===== config.mk =====
export PLATFORM = sky130hd
export DESIGN_NAME = alu_cmd_ctrl
export DESIGN_NICKNAME = d
export VERILOG_FILES = /design/src/rtl/alu_ctrl_pkg.sv /design/src/rtl/alu_cmd_timer.sv /design/src/rtl/alu_cmd_ctrl.sv
export SDC_FILE = /design/constraint.sdc
export NUM_CORES = 1
export LEC_CHECK = 0
export CORE_ASPECT_RATIO = 0.75
export CORE_UTILIZATION = 35
export CTS_BUF_LIST = sky130_fd_sc_hd__clkbuf_16
export DETAILED_ROUTE_END_ITERATION = 7
export DONT_BUFFER_PORTS = 1
export GPL_TIMING_DRIVEN = 0
export HOLD_SLACK_MARGIN = 0.1
export PLACE_DENSITY_LB_ADDON = 0.12
export SLEW_MARGIN = 10
export SYNTH_ARGS = -nofsm -noshare
export SYNTH_HDL_FRONTEND = slang
export SYNTH_SLANG_ARGS = --single-unit

===== constraint.sdc =====
create_clock -name CLK -period 1.5 [get_ports CLK]
set_clock_uncertainty 0.15 [all_clocks]
set_input_delay 0.375 -clock CLK [delete_from_list [all_inputs] [get_ports CLK]]
set_output_delay 0.375 -clock CLK [all_outputs]
set_load 0.05 [all_outputs]

===== src/rtl/alu_ctrl_pkg.sv =====
// Shared definitions for the ALU command controller: FSM state encoding and
// the ALU unit-group codes carried in ALU_FUN[3:2] (shared with the decoder).
package alu_ctrl_pkg;

  typedef enum logic [1:0] {
    IDLE  = 2'b00,
    ISSUE = 2'b01,
    WAIT  = 2'b10,
    RESP  = 2'b11
  } ctrl_state_t;

  localparam logic [1:0] ARITH = 2'b00;
  localparam logic [1:0] LOGIC = 2'b01;
  localparam logic [1:0] CMP   = 2'b10;
  localparam logic [1:0] SHIFT = 2'b11;

  localparam int TMR_W = 8;

endpackage


===== src/rtl/alu_cmd_timer.sv =====
// WAIT-state cycle counter; o_expired flags the TIMEOUT-th WAIT cycle.
// Only instantiated when ALU_CMD_TIMEOUT_EN is defined.
module alu_cmd_timer
  import alu_ctrl_pkg::*;
#(
  parameter int TIMEOUT = 15
) (
  input  logic clk,
  input  logic rst_n,
  input  logic i_clr,
  input  logic i_inc,
  output logic o_expired
);

  logic [TMR_W-1:0] r_cnt;

  always_ff @(posedge clk or negedge rst_n) begin
    if (!rst_n)      r_cnt <= '0;
    else if (i_clr)  r_cnt <= '0;
    else if (i_inc)  r_cnt <= r_cnt + 1'b1;
  end

  // r_cnt counts completed empty WAIT cycles, so TIMEOUT-1 marks the last allowed one
  assign o_expired = (r_cnt == TMR_W'(TIMEOUT - 1));

endmodule


===== src/rtl/alu_cmd_ctrl.sv =====
// ALU command controller: accepts one command, pulses ALU_EN, returns the result.
// Optional WAIT timeout with error response enabled by ALU_CMD_TIMEOUT_EN.
module alu_cmd_ctrl
  import alu_ctrl_pkg::*;
#(
  parameter int DATA_W  = 8,
  parameter int TIMEOUT = 15
) (
  input  logic                CLK,
  input  logic                RST,
  input  logic                cmd_valid,
  output logic                cmd_ready,
  input  logic [3:0]          cmd_fun,
  input  logic [DATA_W-1:0]   cmd_a,
  input  logic [DATA_W-1:0]   cmd_b,
  output logic [DATA_W-1:0]   A,
  output logic [DATA_W-1:0]   B,
  output logic [3:0]          ALU_FUN,
  output logic                ALU_EN,
  input  logic [2*DATA_W-1:0] alu_out,
  input  logic                alu_out_valid,
  output logic                rsp_valid,
  input  logic                rsp_ready,
  output logic [2*DATA_W-1:0] rsp_data,
  output logic                rsp_err,
  output logic                busy
);

  ctrl_state_t         r_state;
  logic [DATA_W-1:0]   r_a, r_b;
  logic [3:0]          r_fun;
  logic                r_alu_en;
  logic                r_rsp_valid;
  logic [2*DATA_W-1:0] r_rsp_data;
  logic                w_expired;

`ifdef ALU_CMD_TIMEOUT_EN
  logic r_rsp_err;

  alu_cmd_timer #(.TIMEOUT(TIMEOUT)) u_timer (
    .clk       (CLK),
    .rst_n     (RST),
    .i_clr     (r_state == ISSUE),
    .i_inc     ((r_state == WAIT) && !alu_out_valid),
    .o_expired (w_expired)
  );

  assign rsp_err = r_rsp_err;
`else
  assign w_expired = 1'b0;
  assign rsp_err   = 1'b0;
`endif

  always_ff @(posedge CLK or negedge RST) begin
    if (!RST) begin
      r_state     <= IDLE;
      r_a         <= '0;
      r_b         <= '0;
      r_fun       <= '0;
      r_alu_en    <= 1'b0;
      r_rsp_valid <= 1'b0;
      r_rsp_data  <= '0;
`ifdef ALU_CMD_TIMEOUT_EN
      r_rsp_err   <= 1'b0;
`endif
    end else begin
      r_alu_en <= 1'b0;
      case (r_state)
        IDLE: if (cmd_valid) begin
          r_a      <= cmd_a;
          r_b      <= cmd_b;
          r_fun    <= cmd_fun;
          r_alu_en <= 1'b1;
          r_state  <= ISSUE;
        end
        ISSUE: r_state <= WAIT;
        WAIT: begin
          // a result arriving in the expiry cycle takes priority over the timeout
          if (alu_out_valid) begin
            r_rsp_data  <= alu_out;
            r_rsp_valid <= 1'b1;
            r_state     <= RESP;
`ifdef ALU_CMD_TIMEOUT_EN
            r_rsp_err   <= 1'b0;
`endif
          end else if (w_expired) begin
            r_rsp_data  <= '0;
            r_rsp_valid <= 1'b1;
            r_state     <= RESP;
`ifdef ALU_CMD_TIMEOUT_EN
            r_rsp_err   <= 1'b1;
`endif
          end
        end
        RESP: if (rsp_ready) begin
          r_rsp_valid <= 1'b0;
          r_state     <= IDLE;
        end
        default: r_state <= IDLE;
      endcase
    end
  end

  // gated by RST so no command is advertised while reset is held
  assign cmd_ready = RST && (r_state == IDLE);
  assign busy      = (r_state != IDLE);
  assign A         = r_a;
  assign B         = r_b;
  assign ALU_FUN   = r_fun;
  assign ALU_EN    = r_alu_en;
  assign rsp_valid = r_rsp_valid;
  assign rsp_data  = r_rsp_data;

endmodule


# Yosys cells after proc, flatten, opt, wreduce, memory -nomap -nowiden
# Cells that the tools add are included.
# word_totals
register_bits,40
wordCells,30
# classes
n_eq_ne,6
muxes,9
reduce_logical,8
# ops
operator,n
2-bit case mux with 4 select lines,1
2-bit 2-to-1 mux,3
2-bit != test (second input constant),3
3-bit AND reduction,2
2-bit == test (second input constant),2
1-bit 2-to-1 mux,4
2-bit AND reduction,2
2-bit nonzero test,2
2-bit by 1-bit == test with 1-bit output (second input constant),1
2-bit zero test,1
1-bit case mux with 2 select lines,1
1-bit logical AND,1

# Logic depth before layout (Yosys ltp)
# Gate-level depths: netlist of run 1.
# logic_depth
depth_word,3
ltp_mapped,5
depth_no_buf,5

# Worst setup path after synthesis of run 1
# No wires, ideal clock.
# synth_timing
kind,register to output
startpoint,register r_state[0]
endpoint,output cmd_ready
arrival_time_ns,1.111
required_ns,0.975
setup_slack_ns,-0.136
stages_incl_launch_ff,4
cell_sequence,dfrtp_1 inv_1 ha_1 and2_1
# synth_via
elab_chain_len,2
# synth_rtl
element,line,rtl
from (decl),alu_cmd_ctrl.sv:29,ctrl_state_t r_state;
from (signal assigned),alu_cmd_ctrl.sv:56,r_state <= IDLE;
from (signal assigned),alu_cmd_ctrl.sv:74,r_state <= ISSUE;
from (signal assigned),alu_cmd_ctrl.sv:76,ISSUE: r_state <= WAIT;
2-bit zero test,alu_cmd_ctrl.sv:105,assign cmd_ready = RST && (r_state == IDLE);
1-bit logical AND,alu_cmd_ctrl.sv:105,
to (decl),alu_cmd_ctrl.sv:12,"output logic cmd_ready,"
# No other way between the ends.

# Worst setup path in the final report of run 1
# layout_timing
startpoint,register r_state[1]
endpoint,output busy
# layout_via
elab_chain_len,1
# layout_rtl
element,line,rtl
2-bit nonzero test,alu_cmd_ctrl.sv:106,assign busy = (r_state != IDLE);
to (decl),alu_cmd_ctrl.sv:26,output logic busy
# No other way between the ends.

==> summary by stage, run 1 <==
Global routing
The initial antenna violation count was 0. The via count of the first global-routing pass came to 1,090. Entering global routing, the biggest net connects 42 pins.

The global-route wire length before repair is 4.912 mm. The overall track demand over capacity in global routing is 0.1375. Global routing finished with a remaining overflow of 0.

Routing
The count of routing violations after the opening detailed-route iteration is 11. The number of remaining DRC errors is 0. In the final routed layout, each cell accounts on average for 15.10 um. After detailed routing, the number of vias per cell comes to 4.682. The detail route stage leaves a number of antenna-violating nets equal to 0. The via count is 988. For this block, the routed nets add up to 3.187 mm of wire. The detailed-routing iteration count for the pre-antenna-repair pass is 3.

STA
Setup repair after global routing could not meet its margin everywhere. The worst slack on hold paths is -356.1 ps. The total count of hold-check failures in the final report was 40. The final period utilization is 1.131. Across all setup checks in the final design, the least slack found is -196.9 ps. The final-report max-slew violation count is 0. The maximum achievable frequency is 589.3 MHz.

Setup violations remaining at the end of the flow were counted as 39. The clock period minus worst slack is 1697 ps.

CTS
The clock passes through at most 2 buffers. Clock latency on the worst-skew pair, taken at its later pin, is 270 ps. Clock tree synthesis inserted a total of 5 buffers.

The clock net sink count is 40. The clock tree synthesis step divided the H-tree into 2 levels. The clock transition time at the flip-flop clock pins of the worst setup and hold paths is 60 ps. The clock tree from TritonCTS is yes.

In this run the clock root is driven by a sky130_fd_sc_hd__clkbuf_16.

Setup path
The required time of the worst setup path is 970 ps. The worst setup path is launched from a register. For the worst setup path, the data arrival time is 1170 ps. For the worst flop-to-flop path, the logic depth is 5. The origin of the critical flop-to-flop path is r_state[0]$_DFFE_PN0P_. The worst setup path is of the reg2out kind.

The worst register-to-register path ends at r_state[1]$_DFFE_PN0P_. In this run the worst path has a maximum fanout of 4. The worst setup path is captured at an output pin.

The slack of the worst reg-to-reg path is -160 ps.

Floorplan
The die width is 81.86 um. The floorplan die area is 5067 um2. The core box area is 4519 um2. For this design the top-level I/O count stands at 82.

The initial utilization of the core area, before any placement, comes to 0.3704. Measured along the y axis, the die boundary spans 61.90 um. The initialized floorplan defines 21 standard-cell rows.

Layout
The number of filler instances in the final layout is 372. The area added between synthesis and finish is 44.99%. The final net count is 197. In the final layout, the share of cells above drive strength 1 is 0.3636. The number of antenna cells inserted is 0.

Flow run
The reported max-cap violation count is 0.

Worst hold path
The type of the worst min-delay path is in2async.

Synthesis
The post-synthesis net count is 145. Synthesis inferred 40 register bits. The distinct cell type count of the synthesized netlist is 19.

The post-synthesis average cell area is 16.58 um2. The synthesized netlist occupies a cell area of 1674 um2. After technology mapping, the gate count stands at 101. Yosys printed 0 warnings. The post-synthesis sequential area ratio is 0.5979.

Placement
During placement, the flow inserted port buffers numbering 0. Detailed placement finished with a half-perimeter wire length of 1.912 mm. At the end of routability-driven placement, the weighted congestion stood at 0.7143.

Status
The checks that failed: negative hold slack, negative setup slack. The flow ran to the end, but the final reports show violations.
cells by family (layout without fill, tap and decap cells):
group | after synthesis | in the layout | synth area share
flops | 40 | 40 | 0.5979
fa+ha+maj | 3 | 3 | 0.02242
mux | 37 | 37 | 0.2937
compound gates | 5 | 5 | 0.02690
other cells | 1 | 1 | 0.002240
simple gates | 4 | 4 | 0.01644
buf+inv | 11 | 64 | 0.04036
cells in the final DEF, fill, tap and decap left out, types with 2 or more instances in the layout:
cell type,count
sky130_fd_sc_hd__mux2_4,27
sky130_fd_sc_hd__inv_2,3
sky130_fd_sc_hd__mux2_1,9
sky130_fd_sc_hd__buf_4,7
sky130_fd_sc_hd__clkbuf_16,5
sky130_fd_sc_hd__dfrtp_1,40
sky130_fd_sc_hd__buf_6,3
sky130_fd_sc_hd__dlygate4sd3_1,36
sky130_fd_sc_hd__inv_1,5
sky130_fd_sc_hd__ha_4,2
layer usage:
layer	track usage	vias up	routed length, um
met3	0.05985	5	275
met1	0.1451	483	1279
met5	0	-	0
met2	0.2432	51	1600
met4	0.06015	0	31
li1	-	449	-
worst max-delay path, stage by stage (launching register included):
cell and delay [ps]:
sky130_fd_sc_hd__dfrtp_1 420, sky130_fd_sc_hd__inv_2 90, sky130_fd_sc_hd__ha_4 150, sky130_fd_sc_hd__clkinvlp_4 240
timing repair:
| action | in CTS | in global routing |
|---|---|---|
| cloned | 2 | 0 |
| gates resized for setup | 21 | 2 |
| buffers inserted | 6 | 1 |
| endpoints found under the hold margin | 75 | 41 |
| setup endpoints to repair | 32 | 41 |
| pin swaps | 4 | 3 |
| hold buffers | 35 | 1 |
Yosys cell counts, drive strengths merged:
library cell,count,area share
buf,4,0.025
a21oi,1,0.0030
and2,1,0.0037
nor2b,1,0.0037
o32a,1,0.0067
dfrtp,40,0.60
o2bb2ai,1,0.0052
mux2,37,0.29
o21ai,1,0.0030
nand2,2,0.0090
ha,3,0.022
conb,1,0.0022
inv,7,0.016
a221oi,1,0.0090
worst max-delay path by stage:
stage	startpoint	endpoint	slack (ps)	depth (start not counted)
6_report	r_state[1]$_DFFE_PN0P_	busy	-200	3
5_1_grt	r_state[1]$_DFFE_PN0P_	busy	-220	3
4_1_cts	r_state[1]$_DFFE_PN0P_	busy	-200	3
3_5_place_dp	r_state[0]$_DFFE_PN0P_	A[2]$_DFFE_PN0P_	-130	5
3_3_place_gp	r_state[0]$_DFFE_PN0P_	A[2]$_DFFE_PN0P_	-90	5
2_1_floorplan	r_state[1]$_DFFE_PN0P_	r_state[1]$_DFFE_PN0P_	-10	4
area by class of cell:
| type | instances | area (um2) | share of cell area |
|---|---|---|---|
| clock inverters | 3 | 11.26 | 0.004639 |
| clock buffers | 5 | 125.1 | 0.05155 |
| repair buffers | 45 | 459.2 | 0.1892 |
| multi-input cells | 50 | 679.4 | 0.2799 |
| flip-flops and latches | 40 | 1001 | 0.4124 |
| well taps | 57 | 71.32 | 0.02938 |
| inverters | 7 | 30.03 | 0.01237 |
| plain buffers | 4 | 50.05 | 0.02062 |
state kept, by name, indices dropped and copies added, names as in the netlist:
register and count:
rsp_data 16, A 8, B 8, ALU_FUN 4, r_state 2, ALU_EN 1
rsp_valid 1
stage by stage:
step	utilization	instance area, um2	TNS, ps	instances	setup slack [ps]
6_report	0.5371	2427	-3346	211	-196.9
5_1_grt	0.5371	2427	-5380	211	-224.3
4_1_cts	0.5324	2406	-3711	209	-197.1
3_5_place_dp	0.3876	1752	-3368	158	-134.9
3_3_place_gp	0.3876	1752	-2373	158	-91.01
2_1_floorplan	-	1680	-14.49	101	-14.49
Power of run 1 is left out: the tool's default activity adds up to more than one toggle a clock period on the data nets, which glitch-free logic cannot reach.
==> run 2, diff against run 1 <==
- MAX_ROUTING_LAYER: not set -> met4
==> summary by stage, run 2 (same netlist as run 1, synthesis figures left out) <==
Status
The flow ran to the end, but the final reports show violations. The final reports fail on negative hold slack, negative setup slack.

Routing
After detailed routing, the average wire length per cell comes to 15.06 um. The total wirelength of the detailed-routed design is 3.178 mm. The detailed-routing iteration count for the pre-antenna-repair pass is 3. The antenna violation net count after detailed routing is 0. The detail-routed via count per cell is 4.649. The count of routing violations after the opening detailed-route iteration is 9. The number of remaining DRC errors is 0. Across all layers, the routed design uses 981 vias.

Layout
The fraction of final layout cells with drive strength greater than 1 is 0.3636. The area added between synthesis and finish is 44.99%. Leaving out fill and tap cells, the most frequent cell in the layout is sky130_fd_sc_hd__dfrtp_1. The repair_antennas step left the layout with diodes totalling 0. The register with the most flip-flops in the layout has 16 of them. The number of filler instances in the final layout is 372. Leaving out fill and tap cells, the most frequent cells in the layout are sky130_fd_sc_hd__dfrtp_1, sky130_fd_sc_hd__dlygate4sd3_1, sky130_fd_sc_hd__mux2_4.

The net count of the finished layout is 197.

STA
The total count of hold-check failures in the final report came to 40. For this run, the top clock speed supported by timing is 590.5 MHz. The final period utilization is 1.129. The routed design could run at a clock period as short as 1693 ps. The setup violation total in the final timing report is 39. The final worst setup slack is -193.4 ps. Setup repair after global routing could not meet its margin everywhere. The final-report max-slew violation count is 0. The worst slack on hold paths is -356.2 ps.

Global routing
The first global-routing pass estimated 4.912 mm of wire. The via count of the first global-routing pass is 1,088. The initial antenna violation count is 0. The sum of overflow across all layers after global routing is 0. The pin count of the biggest net entering global routing is 42. For this run, the total global-route usage over all layers was measured as 0.1421.

Setup path
Traced cell by cell, the critical path runs through inv_2 > ha_4 > clkinvlp_4. On the worst path, the slowest cell contributes a delay of 400 ps. The top cell family by delay on the critical path is flip-flops. The number of buffer and inverter instances along the worst setup path is 2. The classification of the worst setup path is reg2out. The origin of the critical flop-to-flop path is r_state[0]$_DFFE_PN0P_. The type of origin of the critical path is a register. Along the worst path, the maximum fanout reaches 4.

The required time of the worst setup path is 970 ps. The standard cell with the maximum stage delay on the critical path is sky130_fd_sc_hd__dfrtp_1. The critical path runs through a total of 3 cells. The kind of end point of the critical path is an output pin. In this run the worst setup path begins at r_state[0]$_DFFE_PN0P_. Data on the critical path arrives at its endpoint at 1170 ps. Counting cells, the worst reg-to-reg path comes to 5.

CTS
The clock tree root driver cell is sky130_fd_sc_hd__clkbuf_16. The number of buffers added by the clock tree synthesis step is 5. The clock net sink count is 40. TritonCTS built the clock tree.

After clock tree synthesis, the clock-pin slew on the worst setup and hold paths is 60 ps. The clock insertion delay at the later pin of the skew report is 270 ps. The maximum clock path buffer count is 2. The H-tree was split into 2 levels.

Flow run
Max-cap violations in this run came to 0.

Floorplan
The number of core rows is 21. The floorplan die area is 5067 um2. The initial utilization of the core area, before any placement, comes to 0.3704.

In this run the vertical extent of the chip is 61.90 um. For this design the top-level I/O count stands at 82. After floorplanning, the core was sized to cover 4519 um2.

The die width is 81.86 um.

Placement
Routability-driven placement finished with a final weighted congestion of 0.7225. The pre-CTS setup slack is -134.9 ps. The count of buffers from port buffering is 0. The half-perimeter wire length after placement is 1.912 mm.

Worst hold path
The type of the worst min-delay path is in2async.
[run 2: final timing paths]
| check | end | slack [ps] |
|---|---|---|
| setup / recovery | busy | -190 |
| hold / removal | B[3]$_DFFE_PN0P_ | -360 |
| setup reg to reg | r_state[1]$_DFFE_PN0P_ | -150 |
| hold reg to reg | r_state[0]$_DFFE_PN0P_ | 490 |
| max in group asynchronous | ALU_FUN[1]$_DFFE_PN0P_ | 1480 |
| min in group CLK | rsp_valid$_DFFE_PN0P_ | 140 |
[run 2: layer usage]
layer / vias up / track usage / share of wire
li1: 447 / - / -
met1: 481 / 0.1515 / 0.41
met2: 48 / 0.2444 / 0.50
met3: 5 / 0.04818 / 0.077
met4: 0 / 0.06015 / 0.0098
met5: - / - / 0
[run 2: final cells by class]
| type | instances | area [um2] | share of cell area |
|---|---|---|---|
| Inverter | 7 | 30.03 | 0.01237 |
| Buffer | 4 | 50.05 | 0.02062 |
| Sequential cell | 40 | 1001 | 0.4124 |
| Tap cell | 57 | 71.32 | 0.02938 |
| Clock buffer | 5 | 125.1 | 0.05155 |
| Timing Repair Buffer | 45 | 459.2 | 0.1892 |
| Multi-Input combinational cell | 50 | 679.4 | 0.2799 |
| Clock inverter | 3 | 11.26 | 0.004639 |
[run 2: repair_timing]
action	CTS	global route
endpoints found under the setup margin	32	41
pin swaps	4	3
setup buffers	6	1
gates cloned	2	0
hold buffers	35	1
hold endpoints to repair	75	41
resized for setup	21	2
[run 2: per-stage QoR]
step                      setup TNS [ps]  cells  cell area [um2]  utilization
after floorplan                   -14.49    101             1680            -
after global placement             -2373    158             1752       0.3876
after detailed placement           -3368    158             1752       0.3876
after CTS                          -3711    209             2406       0.5324
after global routing               -5380    211             2427       0.5371
final                              -3175    211             2427       0.5371
[run 2: worst reg2reg max path, cell delays in order (launching register included)]
cell and delay [ps]:
sky130_fd_sc_hd__dfrtp_1 380, sky130_fd_sc_hd__inv_2 70, sky130_fd_sc_hd__buf_4 140, sky130_fd_sc_hd__ha_4 180, sky130_fd_sc_hd__a221oi_4 300, sky130_fd_sc_hd__mux2_4 320
Power of run 2 is left out for the same reason.
==> run 3, diff against run 2 <==
- clock period: 1.5 -> 1.6 ns (I/O delays scaled with it)
==> summary by stage, run 3 (same netlist as run 1, synthesis figures left out) <==
Global routing
The global-route wire length before repair is 4.057 mm. The initial antenna violation count came to 0. Entering global routing, the biggest net connects 41 pins.

The via count of the first global-routing pass came to 875. The total overflow left after global routing is 0. In the global route stage, overall resource usage came out at 0.1172.

Routing
For this block, the via count after detailed routing is 843. The antenna violation net count after detailed routing is 0. The detail-routed via count per cell is 4.901. The per-cell routed wire length is 16.62 um. The pre-antenna-repair detailed-routing pass consisted of 2 iterations. The routed design has 2.859 mm of wire. After detailed routing, the number of remaining DRC violations is 0. The count of routing violations after the opening detailed-route iteration is 16.

Floorplan
The floorplan step set the die width to 81.86 um. The floorplan has 21 rows. The core box area is 4519 um2.

The floorplan die area is 5067 um2. The starting density of the core is 0.3704. The I/O pin total is 82.

In this run the vertical extent of the chip is 61.90 um.

STA
Setup repair after global routing could not meet its margin everywhere. Setup violations remaining at the end of the flow were counted as 18. The maximum achievable frequency is 585.7 MHz. The final-report max-slew violation count is 0.

The clock period minus worst slack is 1707 ps. Of the available clock period, the critical path in the final layout requires 1.067. The final worst setup slack is -107.4 ps. The total count of hold-check failures in the final report is 0.

Setup path
The top cell family by delay on the critical path is flip-flops. Setup slack on the worst reg-to-reg path comes out at -70 ps. STA classifies the critical path startpoint as a register.

The delay of the slowest cell on the worst path is 410 ps. On the critical path, the stage with the largest delay is an instance of sky130_fd_sc_hd__dfrtp_1. The classification of the worst setup path is reg2out. The required time of the worst setup path is 1050 ps. The worst register-to-register path begins at r_state[0]$_DFFE_PN0P_. The largest driver fanout on the critical path is 4. Traced cell by cell, the critical path runs through inv_2 > ha_4 > clkinvlp_4. The number of buffer and inverter instances along the worst setup path is 2.

The worst setup path is captured at an output pin. Counting cells, the worst reg-to-reg path comes to 5. The signal arrival time at the worst endpoint is 1160 ps. In this run the critical register-to-register path is captured at rsp_data[6]$_DFFE_PN0P_.

Placement
The pre-CTS setup slack is -96.15 ps. The count of buffers from port buffering is 0. The placed instance count is 158.

The congestion estimate from routability-driven global placement came to 0.7235. The half-perimeter wire length after placement is 1.988 mm.

CTS
Clock tree synthesis found a total of 40 sinks. The clock tree from TritonCTS is yes. The H-tree level count is 2. The root buffer cell chosen for the clock tree is sky130_fd_sc_hd__clkbuf_16. The clock insertion delay at the later pin of the skew report is 270 ps. No sink is reached through more buffers than the 2 on the longest clock path. After clock tree synthesis, the clock-pin slew on the worst setup and hold paths is 60 ps. The number of buffers added by the clock tree synthesis step is 5.

Flow run
The reported max-cap violation count is 0.

Layout
The final layout contains 158 nets. The most common cell after layout, fill and taps aside is sky130_fd_sc_hd__dfrtp_1. The non-filler instance count after layout is 172. Summing all multi-input logic gate instances after layout gives 620.6 um2. In the layout the commonest cells are sky130_fd_sc_hd__dfrtp_1, sky130_fd_sc_hd__mux2_4, sky130_fd_sc_hd__mux2_1. The area occupied by registers is 1001 um2. 0 antenna diodes ended up in the layout. The number of filler instances in the final layout is 420. The area growth from synthesis to layout is 17.56%. The register with the most flip-flops in the layout has 16 of them. The fraction of final layout cells with drive strength greater than 1 is 0.4348.

Worst hold path
The worst hold path belongs to the class in2reg. In this run the most critical hold path is launched from cmd_a[5]. Counting instances, the worst hold path has a depth of 1. The endpoint with the worst hold slack is A[5]$_DFFE_PN0P_.

Status
The flow ran to the end, but the final reports show violations. The checks that failed: negative setup slack.
==> run 3: cell types whose count changed in the layout (fill, tap and decap cells not counted), sizes merged <==
| cell | previous run | this run |
|---|---|---|
| clkinv | 1 | 3 |
| inv | 8 | 6 |
| dlygate4sd3 | 36 | 3 |
| clkbuf | 5 | 6 |
| buf | 13 | 6 |
==> run 3: worst register-to-register path: stages, from the launching register on <==
cell	delay, ps
sky130_fd_sc_hd__dfrtp_1	400
sky130_fd_sc_hd__inv_2	90
sky130_fd_sc_hd__ha_1	290
sky130_fd_sc_hd__nand2_4	130
sky130_fd_sc_hd__buf_6	190
sky130_fd_sc_hd__mux2_4	300
==> run 3: worst max-delay path by stage <==
| stage | start | end | slack, ps | cells past startpoint |
|---|---|---|---|---|
| floorplan | r_state[0]$_DFFE_PN0P_ | r_state[1]$_DFFE_PN0P_ | 40 | 4 |
| global placement | r_state[0]$_DFFE_PN0P_ | ALU_FUN[3]$_DFFE_PN0P_ | -30 | 5 |
| detailed placement | r_state[0]$_DFFE_PN0P_ | B[6]$_DFFE_PN0P_ | -100 | 5 |
| CTS | r_state[1]$_DFFE_PN0P_ | busy | -130 | 3 |
| global route | r_state[0]$_DFFE_PN0P_ | busy | -160 | 3 |
| finish | r_state[1]$_DFFE_PN0P_ | busy | -110 | 3 |
==> run 3: metal layers <==
layer  part of all wire  up-vias  track usage
met2               0.49       46       0.1936
met5                  0        -            -
li1                   -      371            -
met3               0.11        2      0.05693
met1               0.39      424       0.1194
met4             0.0052        0      0.05263
==> run 3: cell type report <==
class / count / area share
clock buffers: 5 / 0.06357
inverters: 7 / 0.01526
plain buffers: 4 / 0.02098
multi-input cells: 50 / 0.3153
well taps: 57 / 0.03624
flip-flops and latches: 40 / 0.5086
repair buffers: 6 / 0.03306
clock inverters: 3 / 0.006993
==> run 3: timing repair <==
action,in CTS,in global routing
setup endpoints to repair,32,32
hold buffers,2,2
gates cloned,0,1
pin swaps,1,0
gates resized for setup,6,1
hold endpoints to repair,40,2
buffers inserted,1,0
==> run 3: per-stage QoR <==
stage	util	instance area [um2]	TNS, ps	hold WS (ps)
final	0.4355	1968	-994.8	105.3
after global routing	0.4355	1968	-3589	105.2
after CTS	0.4294	1941	-1036	103.2
after global placement	0.3865	1747	-677.1	-44.87
after detailed placement	0.3865	1747	-2257	-44.63
after floorplan	-	1675	0	-45.59
Power of run 3 is left out for the same reason.
